### src/rtl/pwm_multi_channel_if.sv
// Control/status bundle for the multi-channel PWM block.
interface pwm_multi_channel_if #(
   parameter int unsigned R  = 8,
   parameter int unsigned N  = 4,
   parameter int unsigned PW = 16
);
   logic           en;
   logic           mode;
   logic [R-1:0]   top;
   logic [PW-1:0]  prescale;
   logic [N*R-1:0] duty;
   logic           load;
   logic [N-1:0]   pwm_out;
   logic           period_tick;
   logic           update_done;

   modport master (
      output en, mode, top, prescale, duty, load,
      input  pwm_out, period_tick, update_done
   );

   modport slave (
      input  en, mode, top, prescale, duty, load,
      output pwm_out, period_tick, update_done
   );
endinterface

### src/rtl/pwm_multi_channel.sv
// N-channel PWM generator with shared prescaler, edge/center-aligned counter
// and shadowed configuration that switches over only at period boundaries.
module pwm_multi_channel #(
   parameter int unsigned R  = 8,
   parameter int unsigned N  = 4,
   parameter int unsigned PW = 16
) (
   input logic                clk,
   input logic                reset,
   pwm_multi_channel_if.slave bus
);

   typedef enum logic {
      DIR_UP   = 1'b0,
      DIR_DOWN = 1'b1
   } dir_t;

   logic [PW-1:0]  p;
   logic [R-1:0]   cnt;
   dir_t           dir;

   logic           mode_a;
   logic [R-1:0]   top_a;
   logic [N*R-1:0] duty_a;
   logic           mode_s;
   logic [R-1:0]   top_s;
   logic [N*R-1:0] duty_s;
   logic           pending;

   logic [N-1:0]   pwm_q;
   logic           period_tick_q;
   logic           update_done_q;

   logic           tick_c;
   logic           boundary_c;
   logic [N-1:0]   cmp_c;

   assign bus.pwm_out     = pwm_q;
   assign bus.period_tick = period_tick_q;
   assign bus.update_done = update_done_q;

   // Counter advance strobe: once every prescale+1 enabled clocks.
   assign tick_c = bus.en && (p == bus.prescale);

   // Boundary is the tick on which cnt returns to 0 (every tick when top_a is 0).
   always_comb begin
      boundary_c = 1'b0;
      if (tick_c) begin
         if (top_a == '0)
            boundary_c = 1'b1;
         else if (!mode_a)
            boundary_c = (cnt >= top_a);
         else
            boundary_c = (dir == DIR_DOWN) && (cnt <= R'(1));
      end
   end

   // Per-channel compare; the down slope uses <= so center pulses are symmetric.
   always_comb begin
      cmp_c = '0;
      for (int i = 0; i < N; i++) begin
         if (mode_a && (dir == DIR_DOWN))
            cmp_c[i] = (cnt <= duty_a[i*R +: R]);
         else
            cmp_c[i] = (cnt < duty_a[i*R +: R]);
      end
   end

   // Prescaler.
   always_ff @(posedge clk or posedge reset) begin
      if (reset)
         p <= '0;
      else if (!bus.en || tick_c)
         p <= '0;
      else
         p <= p + PW'(1);
   end

   // Period counter and direction state.
   always_ff @(posedge clk or posedge reset) begin
      if (reset) begin
         cnt <= '0;
         dir <= DIR_UP;
      end else if (!bus.en || boundary_c) begin
         cnt <= '0;
         dir <= DIR_UP;
      end else if (tick_c) begin
         if (!mode_a) begin
            cnt <= cnt + R'(1);
         end else if (dir == DIR_UP) begin
            cnt <= cnt + R'(1);
            if (cnt >= top_a - R'(1))
               dir <= DIR_DOWN;
         end else begin
            cnt <= cnt - R'(1);
         end
      end
   end

   // Shadow capture and shadow-to-active transfer; idle loads apply at once.
   always_ff @(posedge clk or posedge reset) begin
      if (reset) begin
         mode_a        <= 1'b0;
         top_a         <= '1;
         duty_a        <= '0;
         mode_s        <= 1'b0;
         top_s         <= '1;
         duty_s        <= '0;
         pending       <= 1'b0;
         update_done_q <= 1'b0;
      end else begin
         update_done_q <= 1'b0;
         if (!bus.en) begin
            if (bus.load) begin
               mode_s        <= bus.mode;
               top_s         <= bus.top;
               duty_s        <= bus.duty;
               mode_a        <= bus.mode;
               top_a         <= bus.top;
               duty_a        <= bus.duty;
               pending       <= 1'b0;
               update_done_q <= 1'b1;
            end else if (pending) begin
               mode_a        <= mode_s;
               top_a         <= top_s;
               duty_a        <= duty_s;
               pending       <= 1'b0;
               update_done_q <= 1'b1;
            end
         end else begin
            if (boundary_c && pending) begin
               mode_a        <= mode_s;
               top_a         <= top_s;
               duty_a        <= duty_s;
               update_done_q <= 1'b1;
            end
            if (bus.load) begin
               mode_s  <= bus.mode;
               top_s   <= bus.top;
               duty_s  <= bus.duty;
               pending <= 1'b1;
            end else if (boundary_c) begin
               pending <= 1'b0;
            end
         end
      end
   end

   // Registered outputs: PWM lags cnt by one clock, period_tick follows the boundary edge.
   always_ff @(posedge clk or posedge reset) begin
      if (reset) begin
         pwm_q         <= '0;
         period_tick_q <= 1'b0;
      end else begin
         pwm_q         <= bus.en ? cmp_c : '0;
         period_tick_q <= boundary_c;
      end
   end

endmodule

### src/flat_wrapper.sv
// flat-port wrapper written by rule: the top's interface ports become plain ports
module pwm_multi_channel_flat 
#(
   parameter int unsigned R  = 8,
   parameter int unsigned N  = 4,
   parameter int unsigned PW = 16
)
  (clk, reset, bus_en, bus_mode, bus_top, bus_prescale, bus_duty, bus_load, bus_pwm_out, bus_period_tick, bus_update_done);
  pwm_multi_channel_if #(.R(R), .N(N), .PW(PW)) bus_i ();
  input logic clk;
  input logic reset;
  input wire logic [$bits(bus_i.en)-1:0] bus_en;
  input wire logic [$bits(bus_i.mode)-1:0] bus_mode;
  input wire logic [$bits(bus_i.top)-1:0] bus_top;
  input wire logic [$bits(bus_i.prescale)-1:0] bus_prescale;
  input wire logic [$bits(bus_i.duty)-1:0] bus_duty;
  input wire logic [$bits(bus_i.load)-1:0] bus_load;
  output wire logic [$bits(bus_i.pwm_out)-1:0] bus_pwm_out;
  output wire logic [$bits(bus_i.period_tick)-1:0] bus_period_tick;
  output wire logic [$bits(bus_i.update_done)-1:0] bus_update_done;
  assign bus_i.en = bus_en;
  assign bus_i.mode = bus_mode;
  assign bus_i.top = bus_top;
  assign bus_i.prescale = bus_prescale;
  assign bus_i.duty = bus_duty;
  assign bus_i.load = bus_load;
  assign bus_pwm_out = bus_i.pwm_out;
  assign bus_period_tick = bus_i.period_tick;
  assign bus_update_done = bus_i.update_done;
  pwm_multi_channel #(.R(R), .N(N), .PW(PW)) u_core (.clk(clk), .reset(reset), .bus(bus_i));
endmodule
### config.mk
export PLATFORM = sky130hd
export DESIGN_NAME = pwm_multi_channel_flat
export DESIGN_NICKNAME = d
export VERILOG_FILES = /design/src/rtl/pwm_multi_channel_if.sv /design/src/rtl/pwm_multi_channel.sv /design/src/flat_wrapper.sv
export SDC_FILE = /design/constraint.sdc
export NUM_CORES = 1
export LEC_CHECK = 0
export ABC_CLOCK_PERIOD_IN_PS = 3900
export CAP_MARGIN = 15
export CORE_UTILIZATION = 50
export DETAILED_ROUTE_END_ITERATION = 7
export PLACE_DENSITY = 0.76
export SETUP_SLACK_MARGIN = 0.2
export SYNTH_ARGS = -nofsm -noshare
export SYNTH_HDL_FRONTEND = slang
export SYNTH_SLANG_ARGS = --single-unit
### constraint.sdc
create_clock -name clk -period 3.9 [get_ports clk]
set_input_delay 0.39 -clock clk [delete_from_list [all_inputs] [get_ports clk]]
set_output_delay 0.39 -clock clk [all_outputs]
set_load 0.05 [all_outputs]
=== After elaboration in Yosys (flattened, before gate mapping) ===
Index checks and enable logic that the tools add are counted.
Widths: inputs -> output; s select.

* Register bits: 114
* Output and inout bits: 6
* Word-level logic and storage cells: 81
* Bits of input ports: 61

* Muxes and demuxes: 37
* Reductions and logical operators: 13
* Add/sub/neg operators: 4
* Magnitude comparators: 11
* Eq/ne operators: 3

{| class="wikitable"
|+ Operator list
! operator !! number
|-
| $mux 32 || 4
|-
| $mux 8 || 8
|-
| $le 8x8->1 || 4
|-
| $lt 8x8->1 || 4
|-
| $mux 1 || 23
|-
| $add 16x1->16 const B || 1
|-
| $eq 16x16->1 || 1
|-
| $ge 8x8->1 || 2
|-
| $mux 16 || 1
|-
| $sub 8x1->8 const B || 2
|-
| $add 8x1->8 const B || 1
|-
| $le 8x1->1 const B || 1
|-
| $logic_not 8->1 || 1
|-
| $logic_and 1x1->1 || 4
|-
| $mux 4 || 1
|-
| $reduce_and 2->1 || 2
|-
| $reduce_bool 2->1 || 2
|-
| $ne 3x1->1 const B || 1
|-
| $reduce_bool 3->1 || 1
|-
| $logic_or 1x1->1 || 2
|-
| $ne 2x1->1 const B || 1
|-
| $logic_not 1->1 || 1
|}

=== Longest topological paths before layout ===
Gate-level depths: netlist of the first run.

* Depth in word-level cells: 8
* Depth in mapped cells: 10
* Gate-level depth less buffers: 10

=== Worst setup path after synthesis of the first run ===
Ideal clock, no wire load.

* Kind: register to register
* Start point: reg u_core.top_a[7]
* End point: reg u_core.duty_a[10]
* Path buffers: 1
* Required time: 3776 ps
* Arrival: 2406 ps
* Stages on the path, launching flop included: 10
* Setup time: 124 ps
* Setup slack: 1370 ps
* Period minus slack after synthesis: 2530 ps
* Cells stage by stage: dfstp_2 > inv_1 > ha_1 > and3_1 > a221o_1 > a221oi_2 > nand2_2 > o2bb2ai_4 > buf_8 > a2bb2oi_2

* Cells in the longest elaborated chain, start to end: 7
* Elaborated cells between the ends (all ways): 8
* Those cells by class: 1 x order compare; 1 x eq/ne; 3 x mux; 3 x reduce/logical

{| class="wikitable"
|+ Ends and longest elaborated chain
! element !! line !! RTL
|-
| start, declared || pwm_multi_channel.sv:23 || <nowiki>logic [R-1:0] top_a;</nowiki>
|-
| start signal, assigned || pwm_multi_channel.sv:119 || <nowiki>top_a <= bus.top;</nowiki>
|-
| start signal, assigned || pwm_multi_channel.sv:125 || <nowiki>top_a <= top_s;</nowiki>
|-
| start signal, assigned || pwm_multi_channel.sv:133 || <nowiki>top_a <= top_s;</nowiki>
|-
| $ge 8x8->1 || pwm_multi_channel.sv:52 || <nowiki>boundary_c = (cnt >= top_a);</nowiki>
|-
| $mux 1 || pwm_multi_channel.sv:51 || <nowiki>else if (!mode_a)</nowiki>
|-
| $mux 1 * || pwm_multi_channel.sv:49 || <nowiki>if (top_a == '0)</nowiki>
|-
| $mux 1 * || pwm_multi_channel.sv:48 || <nowiki>if (tick_c) begin</nowiki>
|-
| $logic_and 1x1->1 * || pwm_multi_channel.sv:131 || <nowiki>if (boundary_c && pending) begin</nowiki>
|-
| $ne 2x1->1 (no source line) * || -- ||
|-
| $reduce_and 2->1 (no source line) * || -- ||
|-
| end signal, assigned || pwm_multi_channel.sv:120 || <nowiki>duty_a <= bus.duty;</nowiki>
|-
| end signal, assigned || pwm_multi_channel.sv:126 || <nowiki>duty_a <= duty_s;</nowiki>
|-
| end signal, assigned || pwm_multi_channel.sv:134 || <nowiki>duty_a <= duty_s;</nowiki>
|-
| end, declared || pwm_multi_channel.sv:24 || <nowiki>logic [N*R-1:0] duty_a;</nowiki>
|}

Mark *: on every way between the ends. The rest lies on a longest branch, timed or not.
A chain may end at the register's enable or synchronous reset.

=== Final worst setup path of the first run ===
* Start point: reg u_core.top_a[6]
* End point: reg u_core.duty_a[18]

The elaborated chain is that of the path after synthesis.

==> key figures, run 1 <==
Worst setup path
  – CP Max Fanout: 20
  – Critical path arrival: 3.22 ns
  – R2r startpoint: u_core.top_a[6]$_DFFE_PP1P_
  – Critical Path End Type: flop
  – Slowest stage cell, crit path: dfstp_2
  – Cells along the critical path: inv_1 -> ha_1 -> and3_1 -> a221o_1 -> a221oi_2 -> nand2_2 -> o2bb2ai_4 -> buf_16 -> a2bb2oi_1
  – Worst path max stage delay: 0.59 ns
  – Worst path top cell family by delay: compound AO/OA/AOI/OAI gates
  – CP Launch Type: flop
  – CP required: 4.18 ns
  – Worst Reg-to-Reg Cells: 9
  – R2R setup slack: 0.96 ns
  – WP depth: 9
  – R2r endpoint: u_core.duty_a[18]$_DFFE_PP0P_
  – Buf+Inv Stages, Crit Path: 2
  – Setup CP Type: reg -> reg

Placement
  – PortBufs: 66
  – Placed insts: 853
  – Post-DP HPWL: 9899 um
  – Final GP Congestion: 0.8890

Outcome
  – Status: finished, final reports clean

Global route
  – Global Route Usage Sum: 22.25%
  – Initial antenna violation count: 0
  – Global-route wire length before repair: 24,670 um
  – Number of global-route vias before repair: 5,266
  – Grt ovf: 0
  – Largest net degree at the start of global routing: 83

Cells and area
  – Ant. Diodes: 0
  – Commonest cells after routing, fill and taps aside: dfrtp_1 (98), clkdlybuf4s50_1 (65), ha_1 (54), o21ai_0 (53), inv_1 (43)
  – Non-Filler Instances: 886
  – Fraction of layout cells with a size suffix above 1: 19.15%
  – Layout fillers: 1,015
  – Commonest non-fill, non-tap cell in the layout: dfrtp_1
  – Fin nets: 812
  – Area growth, synth to finish: 20.18%

Logic synthesis
  – Yosys top cell area share: 35.89%
  – Yosys warns: 0
  – Seq/Total Area, Yosys: 42.04%
  – Top cells by area, synth: dfrtp_1 (36%), ha_1 (9.9%), mux2_2 (6.8%)
  – Syn avg cell area: 10.88 sq um
  – Syn_nets: 743
  – Most area-hungry cell type in the Yosys netlist: dfrtp_1
  – Yosys reg bits: 114
  – Post-synth EDFFs: 0
  – Synth cell types: 55
  – Post-Syn Area: 6833 sq um
  – Top_reg_cell synth: dfrtp_1
  – Post-synth ARST share: 100.0%
  – Syn Inst Count: 628

Clock tree
  – CTS tree: built
  – Post-CTS Setup Bufs: 0
  – Post-CTS sizing: 0
  – Clock transition at path regs: 0.05 ns
  – CTS max path bufs: 2
  – Clk Latency, worst-skew pair: 0.42 ns
  – CTS Sinks: 114
  – Num CTS Buffers: 17
  – # hold bufs at CTS: 0
  – Clock Root Buffer: clkbuf_16
  – H-tree depth: 4

Detailed routing
  – Post-DR vias/cell: 5.783
  – Routed Antenna Nets: 0
  – 1st-iter DRT viols: 256
  – # DRC: 0
  – Mean routed wirelength per cell: 16.55 um
  – Pre-antenna DRT Iters: 5
  – Routed vias: 5,124
  – Total wire length: 14,660 um

Hold path
  – Min-Delay Path Class: reg -> reg
  – Hold path endpoint: u_core.duty_s[12]$_DFFE_PP0P_
  – Worst hold path depth: 1
  – Hold Path Origin: u_core.duty_s[12]$_DFFE_PP0P_

Pwr
  – PwrDens: 438.1 nW/um^2
  – Cell leakage power: 3.702 nW
  – Worst VDD drop: 0.2510 mV

Timing
  – Relative slew slack: 42.28%
  – Tcrit/Tclk final: 75.47%
  – Clk_skew: 0.008607 ns
  – Final setup viols: 0
  – Fin Setup TNS: 0 ns
  – RSZ-0062 raised after global routing: no
  – Min Tclk post-route: 2.943 ns
  – Slew @ Worst Pin: 0.8657 ns
  – Hold Violations, Final: 0
  – Final Max Tran Viols: 0
  – Fmax: 0.3397 GHz

Floorplanning
  – Initial Util: 51.39%
  – Row count: 42
  – Die Ht: 118.9 um
  – Core area: 13,300 sq um
  – Die width: 118.9 um
  – Die area: 14,140 sq um
  – I/O Pins: 67

Run
  – Max-Cap Viols: 0
[where the power goes]
part	switching, mW	internal, mW
clock	0.514	0.971
combinational	0.323	0.353
sequential	0.101	1.34
[logic make-up after synthesis]
group	share of synthesized area, %
fa+ha+maj	9.888
compound gates	17.58
xor+xnor	4.358
mux	6.757
flops	42.04
simple gates	13.86
buf+inv	5.512
[worst max-delay path by stage]
stage	start	end
5_1_grt	u_core.cnt[0]$_DFFE_PP0P_	u_core.duty_a[20]$_DFFE_PP0P_
3_5_place_dp	u_core.top_a[7]$_DFFE_PP1P_	u_core.top_a[4]$_DFFE_PP1P_
2_1_floorplan	reset	u_core.bus.period_tick$_DFF_PP0_
3_3_place_gp	u_core.top_a[7]$_DFFE_PP1P_	u_core.top_a[7]$_DFFE_PP1P_
6_report	u_core.top_a[6]$_DFFE_PP1P_	u_core.duty_a[18]$_DFFE_PP0P_
4_1_cts	u_core.top_a[7]$_DFFE_PP1P_	u_core.top_a[5]$_DFFE_PP1P_
[area by class of cell]
class | instances | area [sq um] | share of cell area [%]
tap | 176 | 220.2 | 2.682
inverter | 45 | 171.4 | 2.087
sequential | 114 | 2873 | 34.98
timing repair buffer | 81 | 788.3 | 9.599
clock buffer | 27 | 523.0 | 6.369
multi-input combinational | 438 | 3586 | 43.67
clock inverter | 5 | 50.05 | 0.6095
[state kept, by name, indices dropped and copies added (netlist names)]
signal	count
u_core.duty_s	32
u_core.mode_s	1
u_core.pending	1
u_core.mode_a	1
u_core.cnt	8
u_core.bus.update_done	1
u_core.bus.period_tick	1
u_core.p	16
u_core.top_a	8
u_core.bus.pwm_out	4
u_core.dir	1
u_core.duty_a	32
u_core.top_s	8
[synth_stat cells (all sizes together), types with 2 or more instances]
cell     instances
a21o            11
a21oi           20
a2bb2oi         42
a31oi            4
a32oi            2
and2             6
and3             7
and4             4
buf             12
clkbuf          19
dfrtp           98
dfstp           16
ha              54
inv             44
mux2            41
nand2           19
nand2b           5
nand3           13
nand3b          42
nand4            8
nor2            25
nor2b            4
nor3             3
nor4             9
o21a             2
o21ai           54
o2bb2a           2
o31a             2
o31ai            4
or3              9
xnor2            7
xor2            27
[metrics by stage]
step           instance area [sq um]  util, %  setup WS, ns  power, mW  hold slack [ns]
2_1_floorplan                   6833        -        0.5208      1.916           0.4714
3_3_place_gp                    7611    57.25        0.9539      2.083           0.4796
3_5_place_dp                    7611    57.25        0.8585      2.121           0.4864
4_1_cts                         8184    61.56        0.8403      3.620           0.4972
5_1_grt                         8212    61.76        0.7882      3.774           0.5088
6_report                        8212    61.76        0.9566      3.598           0.4942
[metal layers]
metal  vias up  share of wire (%)  track usage (%)  wire (um)
met5         -                  0                0          0
met1      2542                 45            28.41       6542
met4         0                1.8            10.05        257
met3        26                5.5            5.029        811
met2       142                 48            36.04       7052
li1       2414                  -                -          -
Power figures use the tool's default switching activity.
==> run 2, diff against run 1 <==
--- a/config.mk
+++ b/config.mk
@@ -5,7 +5,7 @@
 export SDC_FILE = /design/constraint.sdc
 export NUM_CORES = 1
 export LEC_CHECK = 0
-export ABC_CLOCK_PERIOD_IN_PS = 3900
+export ABC_CLOCK_PERIOD_IN_PS = 2900
 export CAP_MARGIN = 15
 export CORE_UTILIZATION = 50
 export DETAILED_ROUTE_END_ITERATION = 7
==> constraint.sdc (replaced) <==
create_clock -name clk -period 2.9 [get_ports clk]
set_input_delay 0.29 -clock clk [delete_from_list [all_inputs] [get_ports clk]]
set_output_delay 0.29 -clock clk [all_outputs]
set_load 0.05 [all_outputs]
==> key figures, run 2 (synthesis results as in run 1) <==
Placement
  – Final GP Congestion: 0.8624 (was 0.8890)
  – Placed insts: 856 (was 853)
  – PortBufs: 66 (unchanged)
  – Post-DP HPWL: 10,370 um (was 9899 um)

Hold path
  – Hold path endpoint: u_core.pending$_DFFE_PP0P_ (was u_core.duty_s[12]$_DFFE_PP0P_)
  – Hold Path Origin: bus_load (was u_core.duty_s[12]$_DFFE_PP0P_)
  – Worst hold path depth: 3 (was 1)
  – Min-Delay Path Class: in -> reg (was reg -> reg)

Worst setup path
  – Critical Path End Type: flop (unchanged)
  – Worst path max stage delay: 0.56 ns (was 0.59 ns)
  – CP Launch Type: flop (unchanged)
  – Buf+Inv Stages, Crit Path: 3 (was 2)
  – R2r startpoint: u_core.top_a[5]$_DFFE_PP1P_ (was u_core.top_a[6]$_DFFE_PP1P_)
  – CP Max Fanout: 8 (was 20)
  – Worst Reg-to-Reg Cells: 10 (was 9)
  – Critical path arrival: 2.93 ns (was 3.22 ns)
  – R2r endpoint: u_core.duty_a[16]$_DFFE_PP0P_ (was u_core.duty_a[18]$_DFFE_PP0P_)
  – Setup CP Type: reg -> reg (unchanged)
  – WP depth: 10 (was 9)
  – R2R setup slack: 0.26 ns (was 0.96 ns)
  – Cells along the critical path: inv_2 -> ha_4 -> and3_4 -> a221o_1 -> a221oi_2 -> buf_4 -> nand2_4 -> o2bb2ai_4 -> clkbuf_16 -> a2bb2oi_1 (was inv_1 -> ha_1 -> and3_1 -> a221o_1 -> a221oi_2 -> nand2_2 -> o2bb2ai_4 -> buf_16 -> a2bb2oi_1)
  – Slowest stage cell, crit path: dfstp_2 (unchanged)
  – Worst path top cell family by delay: compound AO/OA/AOI/OAI gates (unchanged)
  – CP required: 3.20 ns (was 4.18 ns)

Clock tree
  – CTS tree: built (unchanged)
  – H-tree depth: 4 (unchanged)
  – Num CTS Buffers: 17 (unchanged)
  – Clock Root Buffer: clkbuf_16 (unchanged)
  – CTS max path bufs: 2 (unchanged)
  – CTS Sinks: 114 (unchanged)
  – # hold bufs at CTS: 0 (unchanged)
  – Clk Latency, worst-skew pair: 0.42 ns (about the same)
  – Clock transition at path regs: 0.05 ns (about the same)

Timing
  – Min Tclk post-route: 2.638 ns (was 2.943 ns)
  – Slew @ Worst Pin: 0.6831 ns (was 0.8657 ns)
  – RSZ-0062 raised after global routing: no (unchanged)
  – Tcrit/Tclk final: 90.96% (was 75.47%)
  – Hold Violations, Final: 0 (unchanged)
  – Final Max Tran Viols: 0 (unchanged)
  – Clk_skew: 0.009349 ns (was 0.008607 ns)
  – Relative slew slack: 54.37% (was 42.28%)
  – Final setup viols: 0 (unchanged)
  – Fmax: 0.3791 GHz (was 0.3397 GHz)
  – Worst hold slack: 0.2634 ns (was 0.4942 ns)
  – Fin Setup TNS: 0 ns (unchanged)

Detailed routing
  – Post-DR vias/cell: 5.780 (was 5.783)
  – 1st-iter DRT viols: 229 (was 256)
  – Mean routed wirelength per cell: 17.46 um (was 16.55 um)
  – Total wire length: 15,680 um (was 14,660 um)
  – Routed Antenna Nets: 0 (unchanged)
  – Pre-antenna DRT Iters: 5 (unchanged)
  – # DRC: 0 (unchanged)
  – Routed vias: 5,190 (was 5,124)

Pwr
  – PwrDens: 571.5 nW/um^2 (was 438.1 nW/um^2)
  – Cell leakage power: 3.768 nW (was 3.702 nW)
  – Worst VDD drop: 0.3971 mV (was 0.2510 mV)
  – Total power: 4.833 mW (was 3.598 mW)

Floorplanning
  – Die area: 14,140 sq um (unchanged)
  – Initial Util: 51.39% (unchanged)
  – Die Ht: 118.9 um (unchanged)
  – Core area: 13,300 sq um (unchanged)
  – Die width: 118.9 um (unchanged)
  – Row count: 42 (unchanged)
  – I/O Pins: 67 (unchanged)

Global route
  – Grt ovf: 0 (unchanged)
  – Initial antenna violation count: 0 (unchanged)
  – Largest net degree at the start of global routing: 62 (was 83)
  – Global-route wire length before repair: 26,110 um (was 24,670 um)
  – Global Route Usage Sum: 23.48% (was 22.25%)
  – Number of global-route vias before repair: 5,480 (was 5,266)

Outcome
  – Status: finished, final reports clean (unchanged)

Cells and area
  – Fin nets: 824 (was 812)
  – Area growth, synth to finish: 23.77% (was 20.18%)
  – Commonest non-fill, non-tap cell in the layout: dfrtp_1 (unchanged)
  – Top flop regs: u_core.duty_a (32), u_core.duty_s (32), u_core.p (16) (unchanged)
  – Non-Filler Instances: 898 (was 886)
  – Ant. Diodes: 0 (unchanged)
  – Fraction of layout cells with a size suffix above 1: 22.58% (was 19.15%)
  – Commonest cells after routing, fill and taps aside: dfrtp_1 (97), clkdlybuf4s50_1 (65), o21ai_0 (53), ha_1 (51), nand3b_1 (42) (was dfrtp_1 (98), clkdlybuf4s50_1 (65), ha_1 (54), o21ai_0 (53), inv_1 (43))

Run
  – Max-Cap Viols: 0 (unchanged)
## run 2: final cells by class
| cell class | count | area (sq um) |
|---|---|---|
| Sequential cell | 114 | 2874 |
| Fill cell | 1041 | 4838 |
| Inverter | 45 | 176.4 |
| Tap cell | 176 | 220.2 |
| Timing Repair Buffer | 93 | 950.9 |
| Multi-Input combinational cell | 438 | 3694 |
| Clock inverter | 6 | 32.53 |
| Clock buffer | 26 | 509.2 |
## run 2: worst register-to-register path, cell delays in order, from the launching register on
cell and delay, ns:
dfstp_2 0.56, inv_2 0.05, ha_4 0.21, and3_4 0.18
a221o_1 0.33, a221oi_2 0.35, buf_4 0.18, nand2_4 0.06
o2bb2ai_4 0.23, clkbuf_16 0.22, a2bb2oi_1 0.13
## run 2: repair_timing
| action | CTS | global route |
|---|---|---|
| gates resized for setup | 2 | 17 |
| gates cloned | 0 | 3 |
| pin swaps | 1 | 6 |
| setup endpoints to repair | 33 | 48 |
| setup buffers | 2 | 5 |
## run 2: metrics by stage
| step | worst slack [ns] | util, % | instance area (sq um) |
|---|---|---|---|
| global route | 0.1740 | 63.61 | 8457 |
| CTS | 0.2037 | 62.06 | 8250 |
| floorplan | 0.3703 | - | 6837 |
| global placement | 0.2770 | 57.80 | 7685 |
| finish | 0.2622 | 63.61 | 8457 |
| detailed placement | 0.1627 | 57.80 | 7685 |
## run 2: how the worst max path moves through the flow
stage	start	slack [ns]	end
after floorplan	u_core.top_a[7]$_DFFE_PP1P_	0.37	u_core.duty_a[10]$_DFFE_PP0P_
after global placement	u_core.top_a[7]$_DFFE_PP1P_	0.28	u_core.duty_a[12]$_DFFE_PP0P_
after detailed placement	u_core.top_a[7]$_DFFE_PP1P_	0.16	u_core.duty_a[19]$_DFFE_PP0P_
after CTS	u_core.top_a[6]$_DFFE_PP1P_	0.20	u_core.cnt[4]$_DFFE_PP0P_
after global routing	u_core.top_a[2]$_DFFE_PP1P_	0.17	u_core.dir$_DFFE_PP0P_
final	u_core.top_a[5]$_DFFE_PP1P_	0.26	u_core.duty_a[16]$_DFFE_PP0P_
## run 2: routing by layer
| layer | track usage [%] | part of all wire, % | vias to the layer above |
|---|---|---|---|
| li1 | - | - | 2434 |
| met1 | 29.09 | 44 | 2600 |
| met2 | 39.47 | 50 | 127 |
| met3 | 5.699 | 4.1 | 29 |
| met4 | 9.098 | 1.9 | 0 |
| met5 | 0 | 0 | - |
## run 2: power by group
group          total [mW]  switching [mW]  internal, mW
Sequential           1.93           0.134          1.80
Combinational       0.995           0.472         0.523
Clock                1.91           0.714          1.19
Total                4.83            1.32          3.51
==> run 3, diff against run 2 <==
--- a/config.mk
+++ b/config.mk
@@ -6,10 +6,10 @@
 export NUM_CORES = 1
 export LEC_CHECK = 0
 export ABC_CLOCK_PERIOD_IN_PS = 2900
-export CAP_MARGIN = 15
 export CORE_UTILIZATION = 50
 export DETAILED_ROUTE_END_ITERATION = 7
 export PLACE_DENSITY = 0.76
+export REMOVE_ABC_BUFFERS = 1
 export SETUP_SLACK_MARGIN = 0.2
 export SYNTH_ARGS = -nofsm -noshare
 export SYNTH_HDL_FRONTEND = slang
==> key figures, run 3 (synthesis results as in run 1) <==
Detailed routing
  – Routed Antenna Nets: 0 (unchanged)
  – 1st-iter DRT viols: 305 (was 229)
  – Met2 wire length: 7579 um (was 7816 um)
  – Mean routed wirelength per cell: 17.27 um (was 17.46 um)
  – M1 wire length: 6753 um (was 6913 um)
  – Met3 routed WL: 879 um (was 644 um)
  – Total wire length: 15,560 um (was 15,680 um)
  – # DRC: 0 (unchanged)
  – Max layer used: met4 (unchanged)
  – Post-DR vias/cell: 5.736 (was 5.780)
  – Pre-antenna DRT Iters: 6 (was 5)
  – Routed vias: 5,168 (was 5,190)

Worst setup path
  – Buf+Inv Stages, Crit Path: 2 (was 3)
  – Slowest stage cell, crit path: dfstp_2 (unchanged)
  – Worst path max stage delay: 0.57 ns (was 0.56 ns)
  – CP Launch Type: flop (unchanged)
  – Worst path top cell family by delay: compound AO/OA/AOI/OAI gates (unchanged)
  – Critical Path End Type: flop (unchanged)
  – Critical path arrival: 2.93 ns (about the same)
  – CP Max Fanout: 7 (was 8)
  – Setup CP Type: reg -> reg (unchanged)
  – Cells along the critical path: inv_2 -> ha_4 -> and3_4 -> a221o_1 -> a221oi_4 -> nand2_2 -> o2bb2ai_4 -> clkbuf_16 -> a2bb2oi_2 (was inv_2 -> ha_4 -> and3_4 -> a221o_1 -> a221oi_2 -> buf_4 -> nand2_4 -> o2bb2ai_4 -> clkbuf_16 -> a2bb2oi_1)
  – CP required: 3.20 ns (about the same)

Cells and area
  – Area taken by multi-input logic gates: 3672 sq um (was 3694 sq um)
  – Area growth, synth to finish: 24.85% (was 23.77%)
  – Commonest cells after routing, fill and taps aside: dfrtp_1 (98), clkdlybuf4s50_1 (65), o21ai_0 (53), ha_1 (51), nand3b_1 (42) (was dfrtp_1 (97), clkdlybuf4s50_1 (65), o21ai_0 (53), ha_1 (51), nand3b_1 (42))
  – Final core occ: 64.16% (was 63.61%)
  – Fin nets: 827 (was 824)
  – Commonest non-fill, non-tap cell in the layout: dfrtp_1 (unchanged)
  – Ant. Diodes: 0 (unchanged)
  – Fraction of layout cells with a size suffix above 1: 22.62% (was 22.58%)
  – Top flop regs: u_core.duty_a (32), u_core.duty_s (32), u_core.p (16) (unchanged)
  – Register Area: 2873 sq um (was 2874 sq um)
  – Layout fillers: 1,026 (was 1,041)

Global route
  – Global-route wire length before repair: 24,880 um (was 26,110 um)
  – Global Route Usage Sum: 22.28% (was 23.48%)
  – Largest net degree at the start of global routing: 59 (was 62)
  – Number of global-route vias before repair: 5,150 (was 5,480)
  – Initial antenna violation count: 0 (unchanged)
  – Grt ovf: 0 (unchanged)

Floorplanning
  – Row count: 42 (unchanged)
  – Die area: 14,140 sq um (unchanged)
  – Initial Util: 51.39% (unchanged)
  – Core area: 13,300 sq um (unchanged)
  – I/O Pins: 67 (unchanged)
  – Die Ht: 118.9 um (unchanged)
  – Die width: 118.9 um (unchanged)

Clock tree
  – Num CTS Buffers: 17 (unchanged)
  – CTS Sinks: 114 (unchanged)
  – H-tree depth: 4 (unchanged)
  – CTS max path bufs: 2 (unchanged)
  – CTS tree: built (unchanged)
  – Clock transition at path regs: 0.05 ns (about the same)
  – # hold bufs at CTS: 0 (unchanged)
  – Clk Latency, worst-skew pair: 0.42 ns (about the same)
  – Clock Root Buffer: clkbuf_16 (unchanged)

Placement
  – Post-DP HPWL: 10,060 um (was 10,370 um)
  – Final GP Congestion: 0.9052 (was 0.8624)
  – PortBufs: 66 (unchanged)

Timing
  – Relative slew slack: 50.77% (was 54.37%)
  – Final Max Tran Viols: 0 (unchanged)
  – Min Tclk post-route: 2.631 ns (was 2.638 ns)
  – Final setup viols: 0 (unchanged)
  – Hold Violations, Final: 0 (unchanged)
  – RSZ-0062 raised after global routing: no (unchanged)
  – Slew @ Worst Pin: 0.7385 ns (was 0.6831 ns)
  – Fmax: 0.3801 GHz (was 0.3791 GHz)
  – Tcrit/Tclk final: 90.73% (was 90.96%)
  – Clk_skew: 0.008213 ns (was 0.009349 ns)

Pwr
  – Worst VDD drop: 0.4738 mV (was 0.3971 mV)
  – PwrDens: 598.4 nW/um^2 (was 571.5 nW/um^2)
  – Cell leakage power: 3.818 nW (was 3.768 nW)
  – Total power: 5.105 mW (was 4.833 mW)

Run
  – Max-Cap Viols: 0 (unchanged)

Hold path
  – Min-Delay Path Class: in -> async (was in -> reg)

Outcome
  – Status: finished, final reports clean (unchanged)
run 3: area by class of cell:
| cell class | instances | area share (%) |
|---|---|---|
| clock buffer | 22 | 5.441 |
| clock inverter | 10 | 1.833 |
| sequential | 114 | 33.68 |
| multi-input combinational | 438 | 43.05 |
| inverter | 45 | 2.009 |
| timing repair buffer | 96 | 11.41 |
| tap | 176 | 2.581 |
run 3: through the flow:
| step | instance area, sq um | setup slack (ns) | cells | TNS [ns] | hold slack, ns |
|---|---|---|---|---|---|
| floorplan | 6625 | -0.3792 | 597 | -37.16 | 0.4186 |
| finish | 8531 | 0.2689 | 901 | 0 | 0.3647 |
| global placement | 7674 | 0.2478 | 858 | 0 | 0.4798 |
| detailed placement | 7674 | 0.1894 | 858 | 0 | 0.4862 |
| global route | 8531 | 0.2054 | 901 | 0 | 0.4303 |
| CTS | 8309 | 0.2071 | 890 | 0 | 0.3970 |
run 3: power by group:
| group | leakage (nW) | total [mW] | internal (mW) | switching, mW |
|---|---|---|---|---|
| combinational | 2.17 | 0.992 | 0.522 | 0.471 |
| sequential | 1.35 | 1.93 | 1.80 | 0.132 |
| clock | 0.304 | 2.18 | 1.47 | 0.710 |
run 3: per-layer routing:
metal / up-vias / global-route usage, %
li1: 2448 / -
met3: 38 / 4.837
met1: 2527 / 28.64
met2: 155 / 36.51
met5: - / 0
met4: 0 / 9.019
run 3: worst paths after layout:
path	slack (ns)	to	depth (start not counted)	from
hold / removal	0.36	u_core.p[5]$_DFF_PP0_	2	reset
setup reg to reg	0.27	u_core.duty_a[23]$_DFFE_PP0P_	9	u_core.top_a[7]$_DFFE_PP1P_
hold reg to reg	0.49	u_core.duty_s[24]$_DFFE_PP0P_	1	u_core.duty_s[24]$_DFFE_PP0P_
max in group asynchronous	1.83	u_core.duty_a[6]$_DFFE_PP0P_	3	reset
min in group clk	0.44	u_core.pending$_DFFE_PP0P_	3	bus_load
setup / recovery	0.27	u_core.duty_a[23]$_DFFE_PP0P_	9	u_core.top_a[7]$_DFFE_PP1P_
run 3: timing repair:
| action | in CTS | in global routing |
|---|---|---|
| endpoints found under the hold margin | 0 | 0 |
| pin swaps | 0 | 9 |
| gates cloned | 0 | 6 |
| buffers inserted | 0 | 5 |
| endpoints found under the setup margin | 35 | 49 |
| gates resized for setup | 2 | 12 |
